File: src/rtl/alu_pkg.sv
// Shared constants and types for the sequential co-processor ALU.
package alu_pkg;

    localparam int unsigned DEF_WIDTH = 8;

    localparam logic [7:0] DEF_OP_ADD = 8'h2B;
    localparam logic [7:0] DEF_OP_SUB = 8'h02;
    localparam logic [7:0] DEF_OP_MUL = 8'h03;
    localparam logic [7:0] DEF_OP_DIV = 8'h04;

    // Bit positions inside o_err
    localparam int unsigned ERR_DIV0    = 0;
    localparam int unsigned ERR_ILLEGAL = 1;

    typedef enum logic [1:0] {
        ST_IDLE = 2'd0,
        ST_MUL  = 2'd1,
        ST_DIV  = 2'd2
    } state_e;

endpackage

File: src/rtl/alu_seq_if.sv
// Command/result bundle between the command decoder and the ALU.
interface alu_seq_if #(
    parameter int unsigned WIDTH = 8
) ();

    logic             i_ready;
    logic [WIDTH-1:0] i_num_1;
    logic [WIDTH-1:0] i_num_2;
    logic [7:0]       op_code;
    logic [WIDTH-1:0] result_Hi;
    logic [WIDTH-1:0] result_Lo;
    logic             o_ready;
    logic             o_busy;
    logic [1:0]       o_err;

    // Command issuer side
    modport master (
        output i_ready, i_num_1, i_num_2, op_code,
        input  result_Hi, result_Lo, o_ready, o_busy, o_err
    );

    // ALU side
    modport slave (
        input  i_ready, i_num_1, i_num_2, op_code,
        output result_Hi, result_Lo, o_ready, o_busy, o_err
    );

endinterface

File: src/rtl/alu_seq_divider.sv
// Iterative restoring divider: one quotient bit per clock, WIDTH clocks per divide.
// quotient/remainder present the result of the current step, so they are
// valid in the cycle where done is high and can be captured at that edge.
module alu_seq_divider #(
    parameter int unsigned WIDTH = 8
) (
    input  logic             clk,
    input  logic             reset,
    input  logic             start,
    input  logic [WIDTH-1:0] dividend,
    input  logic [WIDTH-1:0] divisor,
    output logic [WIDTH-1:0] quotient,
    output logic [WIDTH-1:0] remainder,
    output logic             done
);

    localparam int unsigned CW = $clog2(WIDTH + 1);

    logic             busy_q, busy_d;
    logic [CW-1:0]    cnt_q, cnt_d;
    logic [WIDTH-1:0] quo_q, quo_d;
    logic [WIDTH-1:0] rem_q, rem_d;
    logic [WIDTH-1:0] dvs_q, dvs_d;

    logic [WIDTH:0]   shifted;
    logic [WIDTH:0]   trial;
    logic             fits;
    logic [WIDTH-1:0] quo_step;
    logic [WIDTH-1:0] rem_step;

    // One restoring step plus load/iterate control
    always_comb begin
        shifted  = {rem_q, quo_q[WIDTH-1]};
        trial    = shifted - {1'b0, dvs_q};
        fits     = ~trial[WIDTH];
        quo_step = {quo_q[WIDTH-2:0], fits};
        rem_step = fits ? trial[WIDTH-1:0] : shifted[WIDTH-1:0];

        busy_d = busy_q;
        cnt_d  = cnt_q;
        quo_d  = quo_q;
        rem_d  = rem_q;
        dvs_d  = dvs_q;

        if (start) begin
            busy_d = 1'b1;
            cnt_d  = CW'(WIDTH);
            quo_d  = dividend;
            rem_d  = '0;
            dvs_d  = divisor;
        end else if (busy_q) begin
            quo_d = quo_step;
            rem_d = rem_step;
            cnt_d = cnt_q - CW'(1);
            if (cnt_q == CW'(1)) begin
                busy_d = 1'b0;
            end
        end
    end

    // Divider state registers
    always_ff @(posedge clk) begin
        if (!reset) begin
            busy_q <= 1'b0;
            cnt_q  <= '0;
            quo_q  <= '0;
            rem_q  <= '0;
            dvs_q  <= '0;
        end else begin
            busy_q <= busy_d;
            cnt_q  <= cnt_d;
            quo_q  <= quo_d;
            rem_q  <= rem_d;
            dvs_q  <= dvs_d;
        end
    end

    assign quotient  = quo_step;
    assign remainder = rem_step;
    assign done      = busy_q && (cnt_q == CW'(1));

endmodule

File: src/rtl/alu_seq.sv
// Multi-cycle co-processor ALU: single-cycle add/sub, iterative multiply
// and restoring divide, with busy/ready handshake and error flags.
module alu_seq
    import alu_pkg::*;
#(
    parameter int unsigned WIDTH  = DEF_WIDTH,
    parameter logic [7:0]  OP_ADD = DEF_OP_ADD,
    parameter logic [7:0]  OP_SUB = DEF_OP_SUB,
    parameter logic [7:0]  OP_MUL = DEF_OP_MUL,
    parameter logic [7:0]  OP_DIV = DEF_OP_DIV
) (
    input logic       clk,
    input logic       reset,
    alu_seq_if.slave  bus
);

    localparam int unsigned CW = $clog2(WIDTH + 1);

    state_e             state_q, state_d;
    logic [CW-1:0]      cnt_q, cnt_d;
    logic [2*WIDTH-1:0] acc_q, acc_d;
    logic [2*WIDTH-1:0] mcand_q, mcand_d;
    logic [WIDTH-1:0]   mplier_q, mplier_d;
    logic [WIDTH-1:0]   hi_q, hi_d;
    logic [WIDTH-1:0]   lo_q, lo_d;
    logic               ready_q, ready_d;
    logic               busy_q, busy_d;
    logic [1:0]         err_q, err_d;

    logic [WIDTH:0]     sum;
    logic [WIDTH:0]     diff;
    logic [2*WIDTH-1:0] acc_step;

    logic               div_start;
    logic [WIDTH-1:0]   div_quo;
    logic [WIDTH-1:0]   div_rem;
    logic               div_done;

    alu_seq_divider #(
        .WIDTH (WIDTH)
    ) u_divider (
        .clk       (clk),
        .reset     (reset),
        .start     (div_start),
        .dividend  (bus.i_num_1),
        .divisor   (bus.i_num_2),
        .quotient  (div_quo),
        .remainder (div_rem),
        .done      (div_done)
    );

    // Command decode, multiplier step and result selection
    always_comb begin
        sum      = {1'b0, bus.i_num_1} + {1'b0, bus.i_num_2};
        diff     = {1'b0, bus.i_num_1} - {1'b0, bus.i_num_2};
        acc_step = mplier_q[0] ? (acc_q + mcand_q) : acc_q;

        state_d   = state_q;
        cnt_d     = cnt_q;
        acc_d     = acc_q;
        mcand_d   = mcand_q;
        mplier_d  = mplier_q;
        hi_d      = hi_q;
        lo_d      = lo_q;
        err_d     = err_q;
        ready_d   = 1'b0;
        div_start = 1'b0;

        case (state_q)
            ST_IDLE: begin
                if (bus.i_ready) begin
                    if (bus.op_code == OP_ADD) begin
                        hi_d    = sum[WIDTH-1:0];
                        lo_d    = {{(WIDTH-1){1'b0}}, sum[WIDTH]};
                        err_d   = '0;
                        ready_d = 1'b1;
                    end else if (bus.op_code == OP_SUB) begin
                        // borrow out of the extended subtract equals (A < B)
                        hi_d    = diff[WIDTH-1:0];
                        lo_d    = {{(WIDTH-1){1'b0}}, diff[WIDTH]};
                        err_d   = '0;
                        ready_d = 1'b1;
                    end else if (bus.op_code == OP_MUL) begin
                        state_d  = ST_MUL;
                        cnt_d    = CW'(WIDTH);
                        acc_d    = '0;
                        mcand_d  = {{WIDTH{1'b0}}, bus.i_num_1};
                        mplier_d = bus.i_num_2;
                    end else if (bus.op_code == OP_DIV) begin
                        if (bus.i_num_2 == '0) begin
                            hi_d             = '1;
                            lo_d             = bus.i_num_1;
                            err_d            = '0;
                            err_d[ERR_DIV0]  = 1'b1;
                            ready_d          = 1'b1;
                        end else begin
                            state_d   = ST_DIV;
                            div_start = 1'b1;
                        end
                    end else begin
                        hi_d               = '0;
                        lo_d               = '0;
                        err_d              = '0;
                        err_d[ERR_ILLEGAL] = 1'b1;
                        ready_d            = 1'b1;
                    end
                end
            end

            ST_MUL: begin
                acc_d    = acc_step;
                mcand_d  = mcand_q << 1;
                mplier_d = mplier_q >> 1;
                cnt_d    = cnt_q - CW'(1);
                if (cnt_q == CW'(1)) begin
                    hi_d    = acc_step[2*WIDTH-1:WIDTH];
                    lo_d    = acc_step[WIDTH-1:0];
                    err_d   = '0;
                    ready_d = 1'b1;
                    state_d = ST_IDLE;
                end
            end

            ST_DIV: begin
                if (div_done) begin
                    hi_d    = div_quo;
                    lo_d    = div_rem;
                    err_d   = '0;
                    ready_d = 1'b1;
                    state_d = ST_IDLE;
                end
            end

            default: state_d = ST_IDLE;
        endcase

        busy_d = (state_d != ST_IDLE);
    end

    // State, datapath and output registers
    always_ff @(posedge clk) begin
        if (!reset) begin
            state_q  <= ST_IDLE;
            cnt_q    <= '0;
            acc_q    <= '0;
            mcand_q  <= '0;
            mplier_q <= '0;
            hi_q     <= '0;
            lo_q     <= '0;
            err_q    <= '0;
            ready_q  <= 1'b0;
            busy_q   <= 1'b0;
        end else begin
            state_q  <= state_d;
            cnt_q    <= cnt_d;
            acc_q    <= acc_d;
            mcand_q  <= mcand_d;
            mplier_q <= mplier_d;
            hi_q     <= hi_d;
            lo_q     <= lo_d;
            err_q    <= err_d;
            ready_q  <= ready_d;
            busy_q   <= busy_d;
        end
    end

    assign bus.result_Hi = hi_q;
    assign bus.result_Lo = lo_q;
    assign bus.o_ready   = ready_q;
    assign bus.o_busy    = busy_q;
    assign bus.o_err     = err_q;

endmodule

File: src/flat_wrapper.sv
// flat-port wrapper written by rule: the top's interface ports become plain ports
module alu_seq_flat import alu_pkg::*;
#(
    parameter int unsigned WIDTH  = DEF_WIDTH,
    parameter logic [7:0]  OP_ADD = DEF_OP_ADD,
    parameter logic [7:0]  OP_SUB = DEF_OP_SUB,
    parameter logic [7:0]  OP_MUL = DEF_OP_MUL,
    parameter logic [7:0]  OP_DIV = DEF_OP_DIV
)
  (clk, reset, bus_i_ready, bus_i_num_1, bus_i_num_2, bus_op_code, bus_result_Hi, bus_result_Lo, bus_o_ready, bus_o_busy, bus_o_err);
  alu_seq_if #(.WIDTH(WIDTH)) bus_i ();
  input logic clk;
  input logic reset;
  input wire logic [$bits(bus_i.i_ready)-1:0] bus_i_ready;
  input wire logic [$bits(bus_i.i_num_1)-1:0] bus_i_num_1;
  input wire logic [$bits(bus_i.i_num_2)-1:0] bus_i_num_2;
  input wire logic [$bits(bus_i.op_code)-1:0] bus_op_code;
  output wire logic [$bits(bus_i.result_Hi)-1:0] bus_result_Hi;
  output wire logic [$bits(bus_i.result_Lo)-1:0] bus_result_Lo;
  output wire logic [$bits(bus_i.o_ready)-1:0] bus_o_ready;
  output wire logic [$bits(bus_i.o_busy)-1:0] bus_o_busy;
  output wire logic [$bits(bus_i.o_err)-1:0] bus_o_err;
  assign bus_i.i_ready = bus_i_ready;
  assign bus_i.i_num_1 = bus_i_num_1;
  assign bus_i.i_num_2 = bus_i_num_2;
  assign bus_i.op_code = bus_op_code;
  assign bus_result_Hi = bus_i.result_Hi;
  assign bus_result_Lo = bus_i.result_Lo;
  assign bus_o_ready = bus_i.o_ready;
  assign bus_o_busy = bus_i.o_busy;
  assign bus_o_err = bus_i.o_err;
  alu_seq #(.WIDTH(WIDTH), .OP_ADD(OP_ADD), .OP_SUB(OP_SUB), .OP_MUL(OP_MUL), .OP_DIV(OP_DIV)) u_core (.clk(clk), .reset(reset), .bus(bus_i));
endmodule
File: config.mk
export PLATFORM = sky130hd
export DESIGN_NAME = alu_seq_flat
export DESIGN_NICKNAME = d
export VERILOG_FILES = /design/src/rtl/alu_pkg.sv /design/src/rtl/alu_seq_if.sv /design/src/rtl/alu_seq_divider.sv /design/src/rtl/alu_seq.sv /design/src/flat_wrapper.sv
export SDC_FILE = /design/constraint.sdc
export NUM_CORES = 1
export LEC_CHECK = 0
export ABC_AREA = 1
export CAP_MARGIN = 30
export CORE_ASPECT_RATIO = 0.6
export CORE_UTILIZATION = 65
export DETAILED_ROUTE_END_ITERATION = 8
export GPL_TIMING_DRIVEN = 0
export PLACE_DENSITY_LB_ADDON = 0.2
export SLEW_MARGIN = 20
export SYNTH_ARGS = -nofsm -noshare
export SYNTH_HDL_FRONTEND = slang
export SYNTH_SLANG_ARGS = --single-unit
File: constraint.sdc
create_clock -name clk -period 3.4 [get_ports clk]
set_input_delay 0.68 -clock clk [delete_from_list [all_inputs] [get_ports clk]]
set_output_delay 0.68 -clock clk [all_outputs]
set_load 0.05 [all_outputs]
==> flow_summary.json, run 1 <==
{
  "vias_per_cell": 5.88,
  "worstPathArrival_ns": 2.97,
  "stdcell_count": 1263,
  "r2r_slack_ns": 0.64,
  "num_rows": 28,
  "layout_setup_ws_ns": 0.637,
  "yosysSeqAreaShare_pct": 28.4,
  "routed_wl_um": 20400,
  "diodes": 0,
  "clockRootBuffer": "clkbuf_16",
  "grt_pass1_wl_um": 32200,
  "grt_pass1_vias": 6451,
  "gr-total-overflow": 0,
  "synth_edf_count": 0,
  "ir_drop_mv": 0.283,
  "crit_fanout": 8,
  "cts-resized-gates": 0,
  "syn2layout_area_growth_pct": 14.3,
  "nNetsFinal": 1201,
  "drt_drc_violations_left": 0,
  "hp-class": "reg -> reg",
  "cp_cell_sequence": "clkdlybuf4s50_1, inv_1, ha_1, buf_2, inv_1, nand3_1, nand2_1, nand2_1, nand2_1, nand2_1, nand3_1, nand3_1, nand2_1, inv_1, nand2_1, a21oi_1",
  "grt_use_total_pct": 39.2,
  "drive_gt1_share_pct": 4.96,
  "tightest_slew_ns": 0.861,
  "routedWlPerCell_um": 16.1,
  "synth_cell_types": 38,
  "antenna_found_initial": 0,
  "die_w_um": 133,
  "grt_max_degree": 16,
  "ios": 47,
  "period_share_pct": 81.3,
  "pre_cts_ws_ns": 0.377,
  "critPathLaunchType": "input port",
  "die_area_um2": 10700,
  "status": "finished, final reports clean",
  "syn_inst": 1066,
  "io_buffers": 46,
  "totalNegativeSetupSlack_ns": 0,
  "setup_viol": 0,
  "max_stage_delay_ns": 0.67,
  "critPathTopFamily": "buffers and inverters",
  "cts_buffers": 9,
  "syn_area_per_cell_um2": 6.29,
  "power_uw": 2540,
  "drt_iter0_drc": 851,
  "routabilityCongestion": 0.945,
  "initial_core_util_pct": 67.4,
  "cts_max_level": 3,
  "end_kind": "flop",
  "cts_tree": "done",
  "slew_viol_final": 0,
  "dp_hpwl_um": 15500,
  "path_class": "in -> reg",
  "cts.clk_slew.worst_paths_ns": 0.07,
  "slew_headroom_pct": 42.2,
  "die_y_um": 80.7,
  "dp.cells": 1247,
  "async_flop_share_pct": 0,
  "timing.fmax_mhz": 362,
  "cts_setup_buffers": 0,
  "crit_slowest_cell": "clkdlybuf4s50_1",
  "cp.buffers_inverters": 5,
  "hold_buffers": 0,
  "fin_skew_ns": 0.0114,
  "finalCriticalPeriod_ns": 2.76,
  "clockBufferDepth": 2,
  "finalHoldWorstSlack_ns": 0.460,
  "p_per_area_nw_per_um2": 331,
  "cp_common_cell": "nand2_1",
  "syn_area_um2": 6710,
  "synthesis.nets": 1144,
  "core-area_um2": 9950,
  "rsz0062_at_grt": "false",
  "p_leak_uw": 0.00364,
  "yosysWarnings": 0,
  "cts_num_sinks": 95,
  "cp.required_ns": 3.61,
  "clock_latency_ns": 0.35,
  "vias": 7432,
  "cap_violations": 0,
  "synth_ff_type": "dfxtp_1",
  "synth-seq-cells": 95,
  "drtAntennaViolNets": 0,
  "hold_viol_final": 0,
  "drtPass1Iterations": 8
}
synthesized netlist by cell type (all sizes together), types with 3 or more instances:
cell / instances / area [um^2]
o21a: 3 / 22.5
buf: 19 / 101
a211oi: 7 / 62.6
fa: 4 / 80.1
xor2: 14 / 123
nand2: 310 / 1180
nand3: 79 / 408
a21oi: 92 / 460
clkbuf: 19 / 72.6
nor3: 10 / 61.3
a31oi: 20 / 125
nand4: 12 / 81.3
nor2: 97 / 394
inv: 149 / 559
ha: 47 / 588
o211ai: 8 / 60.1
o21ai: 71 / 359
dfxtp: 95 / 1900
clkinv: 3 / 11.3
tightest hold or removal path: cells and delay by family (launching register included):
family | cells | cell delay (ns)
buf+inv | 1 | 0.06
flops | 1 | 0.30
compound gates | 1 | 0.06
flip-flops by register name, summed over array words and instances (netlist names):
signal / cells
u_core.acc_q: 16
u_core.mcand_q: 16
u_core.bus.result_Hi: 8
u_core.bus.result_Lo: 8
u_core.mplier_q: 8
u_core.u_divider.dvs_q: 8
u_core.u_divider.quo_q: 8
u_core.u_divider.rem_q: 8
u_core.cnt_q: 4
u_core.u_divider.cnt_q: 4
u_core.bus.o_err: 2
u_core.state_q: 2
u_core.bus.o_busy: 1
u_core.bus.o_ready: 1
u_core.u_divider.busy_q: 1
per-stage QoR:
step / utilization [%] / instance area [um^2]
after floorplan: - / 6710
after global placement: 73.7 / 7340
after detailed placement: 73.7 / 7340
after CTS: 77.0 / 7660
after global routing: 77.0 / 7660
final: 77.0 / 7660
placed cells by master, fill, tap and decap left out, drive strengths merged:
master	n
fa	4
clkinvlp	1
nor3b	1
inv	150
clkdlybuf4s50	46
clkbuf	32
clkinv	3
nor2	97
nand2	310
o21bai	1
o21ai	71
nor3	10
buf	19
nand4	12
o22ai	1
o311ai	1
ha	47
xor2	14
or2	1
and2	2
a211oi	7
o21a	3
a31oi	20
bufinv	1
dfxtp	95
a21oi	92
nand3	79
o211ai	8
kinds of logic after synthesis:
group	after synthesis	synth area share (%)
AOI/OAI and AO/OA	204	16.6
xor gates and xnor gates	14	1.83
adders and majority gates	51	9.96
buffers and inverters	190	11.1
DFF	95	28.4
and+or+nand+nor	512	32.2
metal layers:
layer	wire, um	track usage (%)	part of all wire, %
met2	7950	55.5	39
met4	398	11.7	2.0
met5	0	0	0
met1	8910	55.7	44
met3	3120	12.6	15
path summary, 6_finish.rpt:
| kind | start | end | cells past startpoint |
|---|---|---|---|
| max | bus_i_num_2[2] | u_core.bus.result_Hi[7] | 16 |
| max reg2reg | u_core.state_q[0] | u_core.bus.result_Lo[4] | 8 |
| min reg2reg | u_core.u_divider.dvs_q[6] | u_core.u_divider.dvs_q[6] | 2 |
| min | u_core.u_divider.dvs_q[6] | u_core.u_divider.dvs_q[6] | 2 |
area by class of cell:
class                           count  area (um^2)
Multi-Input combinational cell    781         4060
Fill cell                         799         2290
Sequential cell                    95         1900
Inverter                          152          571
Timing Repair Buffer               46          460
Clock buffer                       13          280
Buffer                             38          174
Tap cell                          135          169
Clock inverter                      3         46.3
power by group:
group,total (uW),internal (uW),switching [uW]
logic,314,106,208
clock network,1090,653,441
registers,1130,1120,6.79
total,2540,1880,656
No activity file was read; power rests on OpenSTA's default activity.
==> run 2, diff against run 1 <==
Settings changed: CORE_UTILIZATION 65 to 54.
Clock period 3.4 ns to 2.44 ns, I/O delays scaled along.
==> flow_summary.json, run 2 (synthesized netlist as in run 1, its figures left out) <==
{
  "status": "finished, final reports clean",
  "layout_common_cells": "nand2_1, inv_1, dfxtp_1",
  "clockRootBuffer": "clkbuf_16",
  "cts_tree": "done",
  "routabilityCongestion": 0.934,
  "vias": 7091,
  "drt_iter0_drc": 703,
  "clkPwrFrac_pct": 42.0,
  "cts_setup_buffers": 0,
  "nNetsFinal": 1200,
  "end_kind": "flop",
  "finalHoldWorstSlack_ns": 0.462,
  "cts_buffers": 9,
  "timing.fmax_mhz": 437,
  "gr-total-overflow": 0,
  "crit_slowest_cell": "clkdlybuf4s50_1",
  "cp_common_cell": "buf_2",
  "cap_violations": 0,
  "cp.required_ns": 2.73,
  "grt_pass1_vias": 6085,
  "hold_viol_final": 0,
  "period_share_pct": 93.7,
  "rsz0062_at_grt": "true",
  "drive_gt1_share_pct": 5.94,
  "tightest_slew_ns": 0.759,
  "core-area_um2": 12100,
  "diodes": 0,
  "p_int_uw": 2520,
  "routedWlPerCell_um": 15.5,
  "clock_latency_ns": 0.35,
  "cts.clk_slew.worst_paths_ns": 0.07,
  "io_buffers": 46,
  "drtPass1Iterations": 7,
  "hp-class": "reg -> reg",
  "antenna_found_initial": 0,
  "die_area_um2": 12900,
  "grt_pass1_wl_um": 31600,
  "fillerInstances": 1145,
  "path_class": "in -> reg",
  "drt_drc_violations_left": 0,
  "slew_viol_final": 0,
  "drtAntennaViolNets": 0,
  "slew_headroom_pct": 49.4,
  "dp_hpwl_um": 15800,
  "vias_per_cell": 5.49,
  "crit_fanout": 10,
  "sequentialPowerShare_pct": 45.3,
  "ir_drop_mv": 0.329,
  "switchingPower_uw": 953,
  "routed_wl_um": 20100,
  "totalNegativeSetupSlack_ns": 0,
  "p_per_area_nw_per_um2": 448,
  "cts_max_level": 3,
  "num_rows": 31,
  "die_w_um": 146,
  "syn2layout_area_growth_pct": 15.5,
  "clockBufferDepth": 2,
  "die_y_um": 88.3,
  "cp_cell_sequence": "clkdlybuf4s50_1, nor3_1, nand2_1, nand3_1, buf_2, buf_2, o21ai_0, a21oi_1",
  "cts_num_sinks": 95,
  "p_sw_share_pct": 27.5,
  "setup_viol": 0,
  "finalCriticalPeriod_ns": 2.29,
  "layout_commonest_cell": "nand2_1",
  "grt_max_degree": 18,
  "p_leak_uw": 0.00371,
  "ios": 47,
  "max_stage_delay_ns": 0.51,
  "initial_core_util_pct": 55.6,
  "critPathLaunchType": "input port",
  "top_regs": "u_core.acc_q (16), u_core.mcand_q (16)",
  "combPwrFrac_pct": 12.7,
  "fin_skew_ns": 0.00713,
  "grt_use_total_pct": 31.9,
  "worstPathArrival_ns": 2.58
}
[run 2: cell type report]
cell class / instances / area (um^2) / share of cell area (%)
inverter: 152 / 571 / 7.37
tap: 165 / 206 / 2.67
clock buffer: 9 / 225 / 2.91
buffer: 37 / 170 / 2.20
timing repair buffer: 46 / 474 / 6.12
clock inverter: 7 / 78.8 / 1.02
sequential: 95 / 1900 / 24.6
multi-input combinational: 781 / 4120 / 53.2
[run 2: stage by stage]
stage                     total power [uW]  instances  area, um^2  utilization, %  worst slack (ns)
after floorplan                       1870       1066        6710               -             0.467
after global placement                2030       1277        7370            61.1            -0.475
after detailed placement              2030       1277        7370            61.1            -0.486
after CTS                             3460       1293        7680            63.6           0.00148
after global routing                  3570       1292        7740            64.2          -0.00561
final                                 3470       1292        7740            64.2             0.154
[run 2: final timing paths]
path                             startpoint                   endpoint  slack, ns  depth (start not counted)
setup reg to reg          u_core.mcand_q[0]    u_core.bus.result_Hi[0]       0.17                         11
setup / recovery             bus_i_num_2[7]  u_core.u_divider.dvs_q[7]       0.15                          8
hold reg to reg   u_core.u_divider.dvs_q[0]  u_core.u_divider.dvs_q[0]       0.46                          2
hold / removal    u_core.u_divider.dvs_q[0]  u_core.u_divider.dvs_q[0]       0.46                          2
[run 2: power by group through the flow]
stage               clock [uW]  combinational, uW  sequential, uW
finish                    1460                440            1570
global route              1520                480            1570
CTS                       1460                424            1570
detailed placement           0                423            1610
global placement             0                419            1610
floorplan                    0                224            1640
[run 2: critical path: cells and delay by family]
family / cells / cell delay, ns
compound gates: 2 / 0.24
buf+inv: 3 / 1.10
simple gates: 3 / 0.74
[run 2: timing repair]
action	in CTS	in global routing
gates resized for setup	5	25
cloned	0	0
endpoints found under the setup margin	6	22
pin swaps	0	1
hold buffers	0	0
[run 2: metal layers]
layer | track usage [%] | up-vias | wire (um)
met1 | 47.2 | 3201 | 9830
met4 | 4.98 | 2 | 209
met2 | 46.1 | 319 | 7760
met3 | 8.51 | 25 | 2210
met5 | 4.29 | - | 83
li1 | - | 3544 | -
